[src/rtl/rtc_bcd_timebase.sv]
// rtc_bcd_timebase: parametrised BCD cascade timebase.
// NUM_DIGITS 4-bit BCD digits. Digit k counts 0..ROLLOVER nibble k, and the
// digits ripple carry (or borrow) into each other within one clock.
// Supports up/down counting, a synchronous clear, and a clamped preset load.
// o_count is a display copy of the live count that can be frozen.
// Optional feature macro: RTC_LAP_EN adds a split-time lap capture register.
// If RTC_LAP_EN is not defined, o_lapcount is tied to zero.
module rtc_bcd_timebase #(
    parameter int          NUM_DIGITS = 6,
    parameter logic [31:0] ROLLOVER   = 32'h0059_5999,
    parameter int          CW         = 4 * NUM_DIGITS
) (
    input  logic          i_rtcclk,
    input  logic          i_reset_n,
    input  logic          i_countenb,
    input  logic          i_countinit,
    input  logic          i_latchcount,
    input  logic          i_dir,
    input  logic          i_load,
    input  logic [CW-1:0] i_loadval,
    input  logic          i_lap,
    output logic [CW-1:0] o_count,
    output logic          o_rolloverflag,
    output logic          o_zeroflag,
    output logic [CW-1:0] o_lapcount
);

    // Per-digit terminal values, packed the same way as the count.
    localparam logic [CW-1:0] MAX_C = ROLLOVER[CW-1:0];

    logic [CW-1:0] count_q, count_d;
    logic [CW-1:0] disp_q, disp_d;
    logic          roll_q, roll_d;
    logic          zero_q, zero_d;
    logic [CW-1:0] step_c;
    logic [CW-1:0] load_c;
    logic          carry_c;

    // One up/down step: the carry/borrow ripples from digit 0 upward.
    // The final carry_c value is set only when every digit wrapped.
    // NOTE: every output gets a default before the branches, so no latch is inferred.
    always_comb begin
        step_c  = count_q;
        carry_c = 1'b1;
        for (int k = 0; k < NUM_DIGITS; k++) begin
            if (carry_c) begin
                if (!i_dir) begin
                    if (count_q[4*k +: 4] >= MAX_C[4*k +: 4]) begin
                        step_c[4*k +: 4] = 4'd0;
                    end else begin
                        step_c[4*k +: 4] = count_q[4*k +: 4] + 4'd1;
                        carry_c          = 1'b0;
                    end
                end else begin
                    if (count_q[4*k +: 4] == 4'd0) begin
                        step_c[4*k +: 4] = MAX_C[4*k +: 4];
                    end else begin
                        step_c[4*k +: 4] = count_q[4*k +: 4] - 4'd1;
                        carry_c          = 1'b0;
                    end
                end
            end
        end
    end

    // Preset value with each digit clamped to its terminal value.
    // Clamping here keeps every digit a legal BCD value.
    always_comb begin
        load_c = i_loadval;
        for (int k = 0; k < NUM_DIGITS; k++) begin
            if (i_loadval[4*k +: 4] > MAX_C[4*k +: 4]) begin
                load_c[4*k +: 4] = MAX_C[4*k +: 4];
            end
        end
    end

    // Next-state selection: init beats load, and load beats a count step.
    // The display copy and the zero flag both use the next live count.
    always_comb begin
        count_d = count_q;
        roll_d  = 1'b0;
        if (i_countinit) begin
            count_d = '0;
        end else if (i_load) begin
            count_d = load_c;
        end else if (i_countenb) begin
            count_d = step_c;
            roll_d  = carry_c;
        end
        disp_d = i_latchcount ? count_d : disp_q;
        zero_d = (count_d == '0);
    end

    // Live count, display copy and flags; reset clears them without the clock.
    // NOTE: state registers use non-blocking assignments so all flops update together.
    always_ff @(posedge i_rtcclk or negedge i_reset_n) begin
        if (!i_reset_n) begin
            count_q <= '0;
            disp_q  <= '0;
            roll_q  <= 1'b0;
            zero_q  <= 1'b1;
        end else begin
            count_q <= count_d;
            disp_q  <= disp_d;
            roll_q  <= roll_d;
            zero_q  <= zero_d;
        end
    end

    assign o_count        = disp_q;
    assign o_rolloverflag = roll_q;
    assign o_zeroflag     = zero_q;

`ifdef RTC_LAP_EN
    logic [CW-1:0] lap_q, lap_d;

    // Lap capture of the next live count; it captures even while the display is frozen.
    always_comb begin
        lap_d = lap_q;
        if (i_countinit) begin
            lap_d = '0;
        end else if (i_lap) begin
            lap_d = count_d;
        end
    end

    // Lap register, cleared asynchronously along with the count.
    always_ff @(posedge i_rtcclk or negedge i_reset_n) begin
        if (!i_reset_n) begin
            lap_q <= '0;
        end else begin
            lap_q <= lap_d;
        end
    end

    assign o_lapcount = lap_q;
`else
    // The lap strobe has no effect in this build.
    logic unused_lap;
    assign unused_lap = i_lap;
    assign o_lapcount = '0;
`endif

endmodule

[config.mk]
export PLATFORM = sky130hd
export DESIGN_NAME = rtc_bcd_timebase
export DESIGN_NICKNAME = d
export VERILOG_FILES = /design/src/rtl/rtc_bcd_timebase.sv
export SDC_FILE = /design/constraint.sdc
export NUM_CORES = 1
export LEC_CHECK = 0
export ABC_AREA = 1
export BUFFER_PORTS_ARGS = -buffer_cell sky130_fd_sc_hd__buf_4
export CAP_MARGIN = 0
export CORE_ASPECT_RATIO = 0.5
export CORE_MARGIN = 2
export CORE_UTILIZATION = 60
export DETAILED_ROUTE_END_ITERATION = 10
export GPL_TIMING_DRIVEN = 0
export PLACE_DENSITY_LB_ADDON = 0.1
export SETUP_SLACK_MARGIN = 0.4
export SLEW_MARGIN = 25
export SYNTH_ARGS = -nofsm -noshare
export SYNTH_HDL_FRONTEND = slang
export SYNTH_SLANG_ARGS = --single-unit
[constraint.sdc]
create_clock -name i_rtcclk -period 3.5 [get_ports i_rtcclk]
set_input_delay 0.35 -clock i_rtcclk [delete_from_list [all_inputs] [get_ports i_rtcclk]]
set_output_delay 0.35 -clock i_rtcclk [all_outputs]
set_load 0.005 [all_outputs]
==> metrics, run 1 <==
Hold/Removal Path Class=input pin to async pin; clk buf depth=2; Avg Vias per Cell=5.23; antenna violations before repair=0; NumNets Final=653; final WL=9.56 mm; Clock Skew=3.18 ps; Worst Path Max Fanout=10; met3 global-route usage=6.69%; mapped cell area=0.00372 mm^2; IR drop worst, VDD=0.000271 V; first-pass GRT wire length=15.5 mm; Worst slew margin=56.6%; Post-CTS Setup Inserts=0; Tcrit/Tclk final=70.4%; Placer Congestion=0.975; pre-CTS setup slack=1150 ps; routing usage on met2=46.6%; CP cell instances=inv_1 > ha_1 > nand2_2 > nor2_2 > nand2_2 > nand2_4 > nand3_4 > nor2_4 > buf_6 > nand3_2 > nand2_2 > nand3_1 > nor2_1 > nand2_1 > nor2_1; unrepaired setup endpoints after global routing=no; final count of negative-setup-slack endpoints=0; final worst path period need=2460 ps; Worst Max-Slew Pin Slew=651 ps; Pleak=0.00243 uW; Setup TNS=0 ps; Starting DRT DRC Count=315; CP max stage cell=dfrtp_1; vias in the first global route=3283; Ports=82; CTS sink cnt=50; port bufs=54; WL/cell=13.8 um; maxcap violations=0; Skew-Pair Late Insertion Delay=300 ps; r2r startpoint=count_q[4]; Core Area=0.00603 mm^2; post-cts resize count=0; Worst Path Arrival=2680 ps; share of the yosys chip area belonging to registers=33.6%; Setup crit start kind=flop; syn_area_per_cell=7.19 um^2; Fin. Hold Viols=0; result of the run=completed; critical path's largest stage delay=440 ps; layout cells sized above 1=22.1%; Ys Warns=0; CP Capture Type=flop; P&R area growth vs syn=20.1%; TritonRoute pass-1 iters=5; # rows=20; die height=59.7 um; cell mode on critical path=nand2_2; post-route DRC violation count=0; TritonCTS clock tree=done; chip width=115 um; clock slew seen by the registers of the worst setup and hold paths=70 ps; largest net degree at the start of global routing=51; CTS Hold Bufs=0; CTS buffer count=5; Total GRT Usage=29.7%; #FFs+latches synth=50; ANT cells=0; Final Max Slew Viols=0; die area=0.00689 mm^2; Clock H-tree levels=2; Req. time, crit path=3710 ps; Routed Antenna Nets=0; post-DP HPWL=7.15 mm; PwrDens=355 mW/mm^2; CP Class=flop to flop; Cells after Synth=518; crit path from=count_q[4]; fin worst setup slack=1040 ps; Unique masters post-synth=37; Most Crowded Layer GR=met2; total number of vias=3615; Max Freq=0.406 GHz; root buf cell=clkbuf_16; met1 usage=40.4%; Initial Utilization=61.7%; GRT Residual Overflow=0
==> Yosys cell counts <==
library cell / n / area (um^2)
a21oi_4: 1 / 16.3
clkbuf_1: 6 / 22.5
clkinv_1: 1 / 3.75
buf_6: 2 / 22.5
nand3b_1: 3 / 22.5
xnor2_1: 1 / 8.76
nor2_1: 44 / 165
buf_2: 5 / 25.0
nand3_4: 1 / 17.5
xor2_1: 6 / 52.6
nand3_1: 44 / 220
inv_2: 10 / 37.5
nor3_1: 2 / 10.0
nor2_4: 3 / 33.8
or2_1: 1 / 6.26
conb_1: 1 / 3.75
nand3_2: 7 / 70.1
nand4_2: 1 / 12.5
o21ai_2: 2 / 17.5
dfstp_2: 1 / 26.3
o31ai_1: 2 / 15.0
o211ai_1: 8 / 60.1
a31oi_1: 6 / 37.5
buf_4: 26 / 195
dfrtp_1: 49 / 1230
a21oi_1: 19 / 95.1
ha_1: 19 / 238
a41oi_1: 1 / 8.76
o21ai_1: 2 / 10.0
inv_1: 57 / 214
nand4_1: 10 / 62.6
nand2_1: 115 / 432
nand2_2: 9 / 56.3
o2111ai_1: 1 / 8.76
nand2_4: 1 / 11.3
nor2_2: 3 / 18.8
o21ai_0: 48 / 240
==> kinds of logic (layout without fill, tap and decap cells) <==
| group | Yosys count | after routing | synth area share, % |
|---|---|---|---|
| simple gates | 244 | 244 | 30.6 |
| buf+inv | 107 | 169 | 14.0 |
| compound gates | 90 | 90 | 13.7 |
| flops | 50 | 50 | 33.6 |
| fa+ha+maj | 19 | 19 | 6.38 |
| xor+xnor | 7 | 7 | 1.65 |
| other cells | 1 | 24 | 0.101 |
==> stage by stage <==
| step | total power [uW] | area [um^2] | instances | hold slack (ps) | util (%) |
|---|---|---|---|---|---|
| floorplan | 942 | 3810 | 541 | 54.4 | - |
| global placement | 1080 | 4330 | 683 | 415 | 71.7 |
| detailed placement | 1090 | 4330 | 683 | 418 | 71.7 |
| CTS | 1590 | 4470 | 691 | 94.7 | 74.2 |
| global route | 1680 | 4470 | 691 | 105 | 74.2 |
| finish | 1590 | 4470 | 691 | 64.4 | 74.2 |
==> state kept, by name, indices dropped and copies added, names as in the netlist <==
name / cells
o_rolloverflag: 1
o_zeroflag: 1
o_count: 24
count_q: 24
==> routing by layer <==
layer  wire length (um)  vias up
met5                  0        -
met4                180        0
met3                876       22
met2               4220      162
met1               4280     1630
li1                   -     1801
==> final cells by class <==
class	count	area, um^2
buffer	39	265
sequential	50	1250
clock buffer	7	143
multi-input combinational	384	2040
clock inverter	1	5.00
fill	517	1560
timing repair buffer	54	405
tap	88	110
inverter	68	255
==> where the power goes <==
group	internal (uW)	switching (uW)
registers	619	38.4
clock network	284	218
logic	175	255
==> worst paths after layout <==
| kind | endpoint | slack (ps) | cells past startpoint |
|---|---|---|---|
| max | o_zeroflag | 1040 | 15 |
| min | o_count[2] | 60 | 1 |
| max reg2reg | o_zeroflag | 1040 | 15 |
| min reg2reg | o_count[0] | 500 | 2 |
| max in group asynchronous | count_q[22] | 2980 | 1 |
| min in group i_rtcclk | count_q[10] | 330 | 3 |
==> worst max-delay path: cells and delay by family, from the launching register on <==
kind | cells | cell delay [ps]
flip-flops | 1 | 440
adder cells (fa/ha/maj) | 1 | 220
AND/OR/NAND/NOR | 12 | 1420
buffers and inverters | 2 | 290
==> placed cells by master (no fill, tap or decap), types with 2 or more instances in the layout <==
cell,instances
nand2_2,9
nand3_1,44
o211ai_1,8
o21ai_2,2
xor2_1,6
inv_1,57
o21ai_0,48
a21oi_1,19
nor3_1,2
nand3_2,7
a31oi_1,6
clkbuf_16,5
nor2_4,3
buf_4,80
nor2_1,44
buf_2,5
dfrtp_1,49
nand2_1,115
conb_1,24
o31ai_1,2
ha_1,19
clkbuf_1,7
inv_2,10
nand3b_1,3
nand4_1,10
o21ai_1,2
nor2_2,3
buf_6,2
Power figures use the tool's default switching activity.
==> run 2, diff against run 1 <==
Settings changed: ABC_AREA 1 to 0, CORE_UTILIZATION 60 to 55.
Clock period 3.5 ns to 2.4 ns, I/O delays scaled along.
==> metrics, run 2 <==
result of the run=finished, violations left; failing checks=negative setup slack; Clock H-tree levels=2; Clock Power Share=30.0%; layout cells sized above 1=45.0%; P&R area growth vs syn=49.4%; Core Area=0.00662 mm^2; fillcell total=377; most frequent cells after synthesis=dfrtp_1 (49), nor2_1 (34), a21oi_1 (28), inv_1 (27), buf_4 (24); CTS buffer count=5; fin worst setup slack=-806 ps; ANT cells=0; Setup crit start kind=flop; Skew-Pair Late Insertion Delay=290 ps; Routed Antenna Nets=0; share of the yosys chip area belonging to registers=33.5%; die area=0.00752 mm^2; Pleak=0.00252 uW; Switching Power=842 uW; Max Freq=0.312 GHz; combinational share of power=34.4%; # rows=21; clock slew seen by the registers of the worst setup and hold paths=60 ps; post-DP HPWL=7.04 mm; CP Capture Type=flop; Hold/Removal Path Class=input pin to flop; sw frac=31.3%; Post-synth EDFFs=0; CP max stage cell=or4_1; Min-Delay Startpoint=i_loadval[3]; Req. time, crit path=2610 ps; CTS sink cnt=50; syn_area_per_cell=8.93 um^2; final WL=13.1 mm; final worst path period need=3210 ps; vias in the first global route=3563; largest net degree at the start of global routing=51; CP cell instances=inv_2 > ha_4 > or3b_4 > a32o_2 > buf_6 > and2_4 > o21ai_4 > a221oi_4 > or4_1 > or4_4 > nor4_4; sequential share of power=35.6%; most common cell after layout, fill and taps aside=buf_4; Final Core Density=84.4%; chip width=121 um; Ports=82; Final Max Slew Viols=0; first-pass GRT wire length=17.6 mm; highest-count cells in the layout ignoring fill and taps=buf_4 (106), dfrtp_1 (45), nor2_1 (31); die height=62.3 um; total number of vias=3995; Placer Congestion=0.889; ys flop type=dfrtp_1; final count of negative-setup-slack endpoints=21; GRT Residual Overflow=0; Total Power=2690 uW; root buf cell=clkbuf_16; CP Class=flop to flop; r2r startpoint=count_q[0]; WL/cell=20.4 um; Starting DRT DRC Count=278; Total GRT Usage=29.3%; Unique masters post-synth=73; Synth async-reset ratio=100%; IR drop worst, VDD=0.000299 V; Initial Utilization=56.5%; maxcap violations=0; dominant cell type by area after synthesis=dfrtp_1; port bufs=54; Worst Path Max Fanout=5; Cells after Synth=419; Clock Skew=5.43 ps; unrepaired setup endpoints after global routing=yes; mapped cell area=0.00374 mm^2; post-route DRC violation count=0; PwrDens=481 mW/mm^2; Synth top area share=32.8%; critical path's largest stage delay=560 ps; TritonCTS clock tree=done; Worst slew margin=46.9%; Tcrit/Tclk final=134%; Fin. Hold Viols=0; TritonRoute pass-1 iters=5; clk buf depth=2; crit path from=count_q[0]; Int Power=1850 uW; Avg Vias per Cell=6.19; Worst Max-Slew Pin Slew=796 ps; most numerous cell in the Yosys netlist=dfrtp_1; Worst Path Arrival=3420 ps; Ys Warns=0; #FFs+latches synth=50; Synth area leaders=dfrtp_1 (33%), ha_1 (6.4%), mux2_2 (6.0%), buf_4 (4.8%), a21oi_1 (3.7%); NumNets Final=603; antenna violations before repair=0
[run 2: changes by cell type after synthesis, moves of 10 or more]
cell / change
nand2_1: -101
nand3_1: -38
inv_1: -30
o21ai_0: -26
mux2_2: +20
clkbuf_1: +14
nand4_1: -10
nor2_1: -10
[run 2: kinds of logic after synthesis]
| family | count (synthesis) | synth area share, % |
|---|---|---|
| xor+xnor | 5 | 1.17 |
| buf+inv | 78 | 10.9 |
| simple gates | 122 | 18.6 |
| fa+ha+maj | 19 | 6.35 |
| flops | 50 | 33.5 |
| other cells | 1 | 0.100 |
| compound gates | 116 | 21.1 |
| mux | 28 | 8.23 |
[run 2: cell type report]
cell class,count,area (um^2),share of cell area (%)
timing repair buffer,103,867,15.5
inverter,29,111,1.99
multi-input combinational,314,2750,49.2
clock buffer,7,133,2.37
buffer,49,328,5.87
sequential,50,1260,22.5
clock inverter,1,30.0,0.537
tap,92,115,2.06
[run 2: layer usage]
metal | GRT usage [%] | share of wire (%) | up-vias
li1 | - | - | 1754
met1 | 39.3 | 40 | 1915
met2 | 47.5 | 46 | 265
met3 | 6.71 | 9.8 | 61
met4 | 9.30 | 3.8 | 0
met5 | 0 | 0 | -
[run 2: repair_timing]
action                     CTS  global route
buffers inserted            30            18
pin swaps                   17            31
hold buffers                 1             0
setup endpoints to repair   47            46
hold endpoints to repair     3             0
resized for setup           56            74
cloned                       0             0
[run 2: path summary, 6_finish.rpt]
| kind | end | slack [ps] | depth (start not counted) |
|---|---|---|---|
| worst min-delay path | count_q[1] | 210 | 2 |
| worst max-delay path | o_zeroflag | -810 | 11 |
| worst min register to register | o_count[8] | 520 | 1 |
| min in group asynchronous | o_count[17] | 520 | 2 |
| worst max register to register | o_zeroflag | -810 | 11 |
| max in group asynchronous | count_q[0] | 1400 | 2 |
[run 2: power groups by stage]
stage               Clock, uW  Combinational [uW]  Sequential (uW)
floorplan                   0                 401              962
global placement            0                 599              967
detailed placement          0                 606              970
CTS                       800                 733              950
global route              840                 978              964
finish                    808                 925              958
[run 2: stage by stage]
step,instances,hold WS [ps],area [um^2],setup slack (ps),TNS (ps)
after detailed placement,588,310,4470,-1000,-9540
final,645,209,5590,-806,-5130
after global routing,645,208,5590,-916,-6820
after global placement,588,303,4470,-1000,-9860
after CTS,627,222,5110,-824,-4070
after floorplan,442,-55.6,3950,-578,-1500
[run 2: worst max-delay path: cells and delay by family (launching register included)]
kind | cells | cell delay, ps
compound gates | 3 | 500
fa+ha+maj | 1 | 140
buf+inv | 2 | 240
flops | 1 | 440
simple gates | 5 | 1800
